[config.mk]
export PLATFORM = sky130hd
export DESIGN_NAME = vga_capture_8
export DESIGN_NICKNAME = d
export VERILOG_FILES = /design/src/rtl/vga_capture_8.sv
export SDC_FILE = /design/constraint.sdc
export NUM_CORES = 1
export LEC_CHECK = 0
export CORE_MARGIN = 2
export CORE_UTILIZATION = 40
export CTS_BUF_LIST = sky130_fd_sc_hd__clkbuf_8 sky130_fd_sc_hd__clkbuf_16
export CTS_CLUSTER_DIAMETER = 120
export CTS_CLUSTER_SIZE = 28
export DETAILED_ROUTE_END_ITERATION = 6
export MAX_ROUTING_LAYER = met4
export PLACE_DENSITY_LB_ADDON = 0.12
export SLEW_MARGIN = 20
export SYNTH_ARGS = -nofsm -noshare
export SYNTH_HDL_FRONTEND = slang
export SYNTH_SLANG_ARGS = --single-unit
[constraint.sdc]
create_clock -name clk -period 2.4 [get_ports clk]
set_clock_uncertainty 0.15 [all_clocks]
set_input_delay 0.36 -clock clk [delete_from_list [all_inputs] [get_ports clk]]
set_output_delay 0.36 -clock clk [all_outputs]
set_load 0.005 [all_outputs]
[src/rtl/vga_capture_8.sv]
`default_nettype none
// ============================================================================
// Module   : vga_capture_8
// Brief    : VGA receiver that decimates one frame into 16x16-block RGB332
//            bytes written to a 64x64-tile byte buffer.
// Revision : 1.0 - initial release
// ============================================================================
module vga_capture_8 #(
  parameter int C_WIDTH     = 640,
  parameter int C_HEIGHT    = 480,
  parameter int C_H_BACK    = 48,
  parameter int C_V_BACK    = 33,
  parameter int C_H_TIMEOUT = 1023
) (
  input  logic        clk,
  input  logic        reset_n,
  input  logic        vga_hs,
  input  logic        vga_vs,
  input  logic [3:0]  vga_r,
  input  logic [3:0]  vga_g,
  input  logic [3:0]  vga_b,
  input  logic        start,
  output logic        busy,
  output logic        done,
  output logic        error,
  output logic [31:0] write_count,
  output logic [31:0] data_address,
  output logic [7:0]  data_din,
  output logic        data_we
);

  localparam logic [2:0] c_st_idle    = 3'd0;
  localparam logic [2:0] c_st_armed   = 3'd1;
  localparam logic [2:0] c_st_capture = 3'd2;
  localparam logic [2:0] c_st_done    = 3'd3;
  localparam logic [2:0] c_st_error   = 3'd4;

  localparam logic [9:0] c_h_lo      = 10'(C_H_BACK);
  localparam logic [9:0] c_h_hi      = 10'(C_H_BACK + C_WIDTH);
  localparam logic [9:0] c_v_lo      = 10'(C_V_BACK);
  localparam logic [9:0] c_v_hi      = 10'(C_V_BACK + C_HEIGHT);
  localparam logic [9:0] c_h_timeout = 10'(C_H_TIMEOUT);
  localparam logic [9:0] c_v_max     = 10'd1023;

  logic        hs1_q, hs1_d, vs1_q, vs1_d;
  logic        hs2_q, hs2_d, vs2_q, vs2_d;
  logic [11:0] rgb1_q, rgb1_d;
  logic [7:0]  pix2_q, pix2_d;
  logic [9:0]  hcnt_q, hcnt_d, vcnt_q, vcnt_d;
  logic [2:0]  state_q, state_d;
  logic        we_q, we_d;
  logic [11:0] addr_q, addr_d;
  logic [7:0]  din_q, din_d;
  logic [31:0] wc_q, wc_d;

  logic        hs_rise, vs_rise, active, sample;
  logic [9:0]  x, y;
  logic        unused_rgb_bits;

  assign unused_rgb_bits = ^{rgb1_q[8], rgb1_q[4], rgb1_q[1:0]};

  always_comb begin
    hs1_d   = vga_hs;
    vs1_d   = vga_vs;
    rgb1_d  = {vga_r, vga_g, vga_b};
    hs2_d   = hs1_q;
    vs2_d   = vs1_q;
    // The s2 pixel travels with hcnt_q/vcnt_q, so only RGB332 bits are kept.
    pix2_d  = {rgb1_q[11:9], rgb1_q[7:5], rgb1_q[3:2]};

    hs_rise = hs1_q & ~hs2_q;
    vs_rise = vs1_q & ~vs2_q;

    hcnt_d = hcnt_q;
    if (hs_rise) begin
      hcnt_d = 10'd0;
    end else if (hcnt_q != c_h_timeout) begin
      hcnt_d = hcnt_q + 10'd1;
    end

    vcnt_d = vcnt_q;
    if (vs_rise) begin
      vcnt_d = 10'd0;
    end else if (hs_rise && (vcnt_q != c_v_max)) begin
      vcnt_d = vcnt_q + 10'd1;
    end

    x      = hcnt_q - c_h_lo;
    y      = vcnt_q - c_v_lo;
    active = (hcnt_q >= c_h_lo) && (hcnt_q < c_h_hi) &&
             (vcnt_q >= c_v_lo) && (vcnt_q < c_v_hi);
    sample = active && (x[3:0] == 4'd0) && (y[3:0] == 4'd0);

    we_d    = 1'b0;
    addr_d  = addr_q;
    din_d   = din_q;
    wc_d    = wc_q;
    state_d = state_q;

    if ((state_q == c_st_capture) && sample) begin
      we_d   = 1'b1;
      addr_d = {y[9:4], x[9:4]};
      din_d  = pix2_q;
      wc_d   = wc_q + 32'd1;
    end

    case (state_q)
      c_st_idle: begin
        if (start) state_d = c_st_armed;
      end
      c_st_armed: begin
        if (vs_rise) begin
          state_d = c_st_capture;
          wc_d    = 32'd0;
        end
      end
      c_st_capture: begin
        if (vs_rise) begin
          state_d = c_st_done;
        end else if (hcnt_q == c_h_timeout) begin
          state_d = c_st_error;
        end
      end
      c_st_done, c_st_error: begin
        if (start) state_d = c_st_armed;
      end
      default: state_d = c_st_idle;
    endcase
  end

  always_ff @(posedge clk or negedge reset_n) begin
    if (!reset_n) begin
      hs1_q   <= 1'b1;
      vs1_q   <= 1'b1;
      hs2_q   <= 1'b1;
      vs2_q   <= 1'b1;
      rgb1_q  <= 12'd0;
      pix2_q  <= 8'd0;
      hcnt_q  <= 10'd0;
      vcnt_q  <= 10'd0;
      state_q <= c_st_idle;
      we_q    <= 1'b0;
      addr_q  <= 12'd0;
      din_q   <= 8'd0;
      wc_q    <= 32'd0;
    end else begin
      hs1_q   <= hs1_d;
      vs1_q   <= vs1_d;
      hs2_q   <= hs2_d;
      vs2_q   <= vs2_d;
      rgb1_q  <= rgb1_d;
      pix2_q  <= pix2_d;
      hcnt_q  <= hcnt_d;
      vcnt_q  <= vcnt_d;
      state_q <= state_d;
      we_q    <= we_d;
      addr_q  <= addr_d;
      din_q   <= din_d;
      wc_q    <= wc_d;
    end
  end

  assign busy         = (state_q == c_st_armed) || (state_q == c_st_capture);
  assign done         = (state_q == c_st_done);
  assign error        = (state_q == c_st_error);
  assign write_count  = wc_q;
  assign data_address = {20'd0, addr_q};
  assign data_din     = din_q;
  assign data_we      = we_q;

endmodule
`default_nettype wire
# [Yosys cells after proc, flatten, opt, wreduce, memory -nomap -nowiden]
# Cells that the tools add are included.
[word_totals] output_inout_bits=76 word_cells=64 regBits=100 input_bits=17
[classes] reduce_logical=15 n_bitwise=4 n_mux=13 order_cmp=4 add_sub_neg=5 eq_ne=10
[op_table] cell="two-way mux 32 bit" n=3
[op_table] cell="two-way mux 10 bit" n=4
[op_table] cell="adder 32 x 1 -> 32 bit (second input constant)" n=1
[op_table] cell="adder 10 x 1 -> 10 bit (second input constant)" n=2
[op_table] cell="greater-or-equal comparator 10 x 6 -> 1 bit (second input constant)" n=2
[op_table] cell="less-than comparator 10 bit (second input constant)" n=2
[op_table] cell="inequality test 10 bit (second input constant)" n=2
[op_table] cell="subtractor 10 x 6 -> 10 bit (second input constant)" n=2
[op_table] cell="two-way mux 3 bit" n=4
[op_table] cell="equality test 10 bit (second input constant)" n=1
[op_table] cell="one-hot mux 3 bit (3 select lines)" n=1
[op_table] cell="logical NOT 4 bit" n=2
[op_table] cell="logical AND 1 bit" n=7
[op_table] cell="equality test 3 x 2 -> 1 bit (second input constant)" n=2
[op_table] cell="nonzero test 2 bit" n=2
[op_table] cell="equality test 3 x 1 -> 1 bit (second input constant)" n=1
[op_table] cell="equality test 3 bit (second input constant)" n=1
[op_table] cell="logical NOT 3 bit" n=1
[op_table] cell="inequality test 3 x 2 -> 1 bit (second input constant)" n=1
[op_table] cell="AND reduction 3 bit" n=1
[op_table] cell="OR reduction 3 bit" n=1
[op_table] cell="AND 1 bit" n=2
[op_table] cell="inequality test 2 x 1 -> 1 bit (second input constant)" n=1
[op_table] cell="inequality test 2 bit (second input constant)" n=1
[op_table] cell="3 further kinds" n=4

# [Longest topological paths before layout]
[depth] word_depth=10 mapped_depth=9 depth_no_buf=8

# [Worst setup path after synthesis]
# Ideal clock, no wire load.
[synth_timing] path_kind="reg-to-reg" start="reg vcnt_q[0]" end="reg addr_q[10]" arrival_ps=2174 n_path_buf=1 path_stages_with_launch=10 setup_time_ps=128 setup_slack_ps=-51 required_time_ps=2122 synth_period_minus_slack_ps=2451 path_cell_list="dfrtp_1 inv_1 ha_1 nor4b_4 and3_4 o211ai_4 or2_1 inv_2 buf_4 mux2_1"
[synth_via] elab_chain_cells=6 word_cells_on_any_way=9 cone_classes="1 x add/sub; 2 x order compare; 6 x reduce/logical"
[synth_lines] item="from (decl)" line="49" source="logic [9:0] hcnt_q, hcnt_d, vcnt_q, vcnt_d;"
[synth_lines] item="from (signal assigned)" line="154" source="vcnt_q <= vcnt_d;"
[synth_lines] item="greater-or-equal comparator 10 x 6 -> 1 bit" line="91" source="(vcnt_q >= c_v_lo) && (vcnt_q < c_v_hi);"
[synth_lines] item="logical AND 1 bit" line="90" source="active = (hcnt_q >= c_h_lo) && (hcnt_q < c_h_hi) &&"
[synth_lines] item="logical AND 1 bit" line="91"
[synth_lines] item="logical AND 1 bit (2 in a row)" line="92" source="sample = active && (x[3:0] == 4'd0) && (y[3:0] == 4'd0);"
[synth_lines] item="logical AND 1 bit" line="100" source="if ((state_q == c_st_capture) && sample) begin"
[synth_lines] item="to (signal assigned)" line="157" source="addr_q <= addr_d;"
[synth_lines] item="to (decl)" line="52" source="logic [11:0] addr_q, addr_d;"
# Parallel ways exist; a longest one is shown, timed or not.
# A chain may end at the register's enable or synchronous reset.

# [Worst setup path in the final report]
[layout_timing] start="reg vcnt_q[1]" end="reg din_q[6] (netlist: data_din[6])"
[layout_via] elab_chain_cells=6 word_cells_on_any_way=9 cone_classes="1 x add/sub; 2 x order compare; 6 x reduce/logical"
[layout_lines] item="greater-or-equal comparator 10 x 6 -> 1 bit" line="91"
[layout_lines] item="logical AND 1 bit" line="90"
[layout_lines] item="logical AND 1 bit" line="91"
[layout_lines] item="logical AND 1 bit" line="92"
[layout_lines] item="logical AND 1 bit (*)" line="92"
[layout_lines] item="logical AND 1 bit (*)" line="100"
[layout_lines] item="to (signal assigned)" line="158" source="din_q <= din_d;"
[layout_lines] item="to (decl)" line="53" source="logic [7:0] din_q, din_d;"
# Mark *: on every way between the ends. The rest lies on a longest branch, timed or not.

==> implementation parameters <==
Parameter                              Value

Layout
  Most frequent standard cell in the layout excluding fill and tap cells ... dfrtp_1
  Diode insertion count for antenna repair ... 0
  Final design area excluding fillers ... 0.00676 mm2
  Leading cell types in the layout, fill and taps excluded ... 92 x dfrtp_1, 67 x clkdlybuf4s50_1, 64 x buf_4, 30 x nor2_1
  Net count reported at finish ... 627
  Number of non-filler instances in the completed layout ... 755
  Final core occ ... 0.568
  Synthesis-to-finish area growth ... 39.2%
  Share of cells above drive strength 1 ... 0.273

STA
  Tmin final ... 2.44 ns
  Number of setup violations in the final report ... 11
  Slew at the pin closest to its max-slew limit ... 0.599 ns
  Unrepaired setup endpoints after global routing ... yes
  Max transition margin ... 0.601
  Period utilization ... 1.02
  Max-slew violations ... 0
  Worst setup margin ... -0.0373 ns
  Final Hold Fails ... 0
  Upper clock frequency limit ... 410 MHz

Floorplanning
  Die height ... 114 um
  Area inside the core boundary ... 0.0119 mm2
  Die outline width ... 114 um
  Initial standard-cell utilization of the core ... 0.408
  I/O pin count ... 93
  Floorplan row count ... 40
  Die Area ... 0.0130 mm2

Placement
  Detail Placement HPWL ... 8.00 mm
  Final RePlAce weighted congestion ... 0.820
  Cell area after placement ... 0.00598 mm2
  Cells after DPL ... 726
  IO Port Bufs ... 68

Yosys
  Distinct cell type count after synthesis ... 56
  Share of synthesized registers carrying an async set or reset ... 1.00
  Average size of a mapped cell ... 10.1 um2
  Post-synthesis sequential element count ... 96
  Area of the mapped netlist ... 0.00486 mm2
  Number of enable flip-flop cells after synthesis ... 0
  Sequential area share after synthesis ... 0.495
  Dominant register cell in the synthesized netlist ... dfrtp_1
  Count of mapped cells out of synthesis ... 481
  Warnings, synthesis ... 0

Drt
  Residual DRC count ... 0
  Pre-Repair DR Iteration Count ... 4
  Detailed-route via count ... 4090
  Antenna-violating nets left ... 0
  Number of DRC violations after detailed-routing iteration 0 ... 224
  Sum of routed wire length over all layers ... 12.2 mm
  Mean routed wirelength per cell ... 16.1 um
  Ratio of routed vias to standard cells ... 5.42

Clocking
  Clock buffers created by TritonCTS ... 9
  CTS Root Buffer Type ... clkbuf_16
  TritonCTS clock tree ... done
  Num Clock Sinks ... 96
  Clock latency on the worst-skew pair ... 0.35 ns
  Buffers from clock root to sink, at most ... 2
  CTS clock-pin slew for the worst setup and hold paths ... 0.07 ns
  Level count of the clock H-tree ... 3

Setup path
  Critical path peak fanout ... 6
  Crit Path Category ... reg2reg
  Critical path data arrival time ... 2.52 ns
  Critical path endpoint category ... flop
  CP Data Required Time ... 2.48 ns
  Startpoint types ... flop

Power
  Leak Pwr ... 2.79 nW
  Total Power Consumption ... 0.00382 W
  Highest ir drop seen on vdd ... 0.457 mV
  PwrDens ... 565 mW/mm2

GRT
  Vias in the first global route ... 3761
  Largest net degree at the start of global routing ... 63
  Gr usage total ... 0.190
  Global-route wire length before repair ... 19.1 mm
  Antenna violations before repair ... 0
  Overflow left after global routing ... 0

Job
  Number of violations of the max-capacitance limit ... 0

Worst hold path
  Worst min path class ... reg2reg

Status
  Violated checks ... setup timing
  Run status ... complete, but fails checks
==> worst max-delay path, cell delays in order, from the launching register on <==
cell      delay (ns)
dfrtp_1         0.36
inv_2           0.06
ha_4            0.16
nor4b_4         0.14
buf_4           0.16
a211oi_4        0.31
o211ai_4        0.16
or2_4           0.30
inv_6           0.08
buf_12          0.13
mux2_1          0.32
==> what timing repair did <==
item,4_1_cts,5_1_grt
hold endpoints to repair,32,0
resized for setup,9,73
cloned,0,4
buffers inserted,2,6
hold buffers,1,0
pin swaps,1,22
setup endpoints to repair,36,38
==> layout make-up <==
cell class	count	area, um2
multi-input combinational	337	2450
clock inverter	6	61.3
clock buffer	10	239
inverter	16	65.1
timing repair buffer	143	1360
fill	1043	5150
tap	147	184
sequential	96	2410
==> metrics by stage <==
step	hold slack, ns	worst slack (ns)	TNS, ns
floorplan	-0.0856	0.00693	0
global placement	0.182	-0.0356	-0.401
detailed placement	0.186	-0.100	-1.89
CTS	0.201	-0.0237	-0.0526
global route	0.203	-0.114	-2.68
finish	0.199	-0.0373	-0.259
==> state kept, by name, summed over array words and instances, names as in the netlist <==
signal,flops
write_count,32
vcnt_q,10
data_we,1
vs1_q,1
hs1_q,1
addr_q,12
hcnt_q,10
hs2_q,1
pix2_q,8
vs2_q,1
data_din,8
rgb1_q,8
state_q,3
==> per-layer routing <==
| layer | vias up | global-route usage | share of wire |
|---|---|---|---|
| met5 | - | - | 0 |
| li1 | 1960 | - | - |
| met1 | 2023 | 0.268 | 0.48 |
| met4 | 0 | 0.0626 | 0.0073 |
| met3 | 8 | 0.0291 | 0.039 |
| met2 | 99 | 0.283 | 0.48 |
==> cells by family (layout without fill, tap and decap cells) <==
group | count (synthesis) | after routing | share of synthesized area
AND/OR/NAND/NOR | 166 | 166 | 0.196
AO/OA/AOI/OAI | 110 | 111 | 0.147
flip-flops | 96 | 96 | 0.495
buffers and inverters | 68 | 175 | 0.0775
XOR/XNOR | 21 | 21 | 0.0378
multiplexers | 12 | 12 | 0.0273
adder cells (fa/ha/maj) | 7 | 7 | 0.0180
other | 1 | 20 | 0.000772
==> power by group <==
group          switching (W)  total [W]  internal, W
clock               0.000669    0.00143     0.000757
combinational       0.000358   0.000659     0.000301
sequential         0.0000492    0.00173      0.00168
==> Yosys cell counts (3+ instances only) <==
cell type,number,share of area
xnor2_1,19,0.034
and3_1,4,0.0051
mux2_1,8,0.019
or4b_1,3,0.0062
ha_1,7,0.018
nor2_1,30,0.023
buf_6,4,0.0093
nand2_1,26,0.020
and2_1,4,0.0051
a31oi_1,3,0.0039
nand3_1,19,0.020
inv_1,15,0.012
o211ai_1,3,0.0046
nor4_1,5,0.0064
buf_4,21,0.032
dfrtp_1,92,0.47
nand4_1,12,0.015
buf_2,10,0.010
o31ai_1,22,0.034
dfstp_2,4,0.022
nor2b_1,3,0.0039
nor3_1,12,0.012
and4_1,3,0.0054
or4_1,23,0.036
clkbuf_1,17,0.013
a21oi_1,35,0.036
o41ai_1,3,0.0054
nand2b_1,4,0.0051
or3_1,8,0.010
o21ai_0,32,0.033
==> final timing paths <==
check | startpoint | to | slack [ns] | cells after the start
worst min register to register | rgb1_q[6] | pix2_q[3] | 0.20 | 0
worst min-delay path | rgb1_q[6] | pix2_q[3] | 0.20 | 0
worst max register to register | vcnt_q[1] | data_din[6] | -0.04 | 10
worst max-delay path | vcnt_q[1] | data_din[6] | -0.04 | 10
min in group asynchronous | reset_n | data_we | 0.36 | 2
max in group asynchronous | reset_n | vs2_q | 1.01 | 3
No activity file was read; power rests on OpenSTA's default activity.
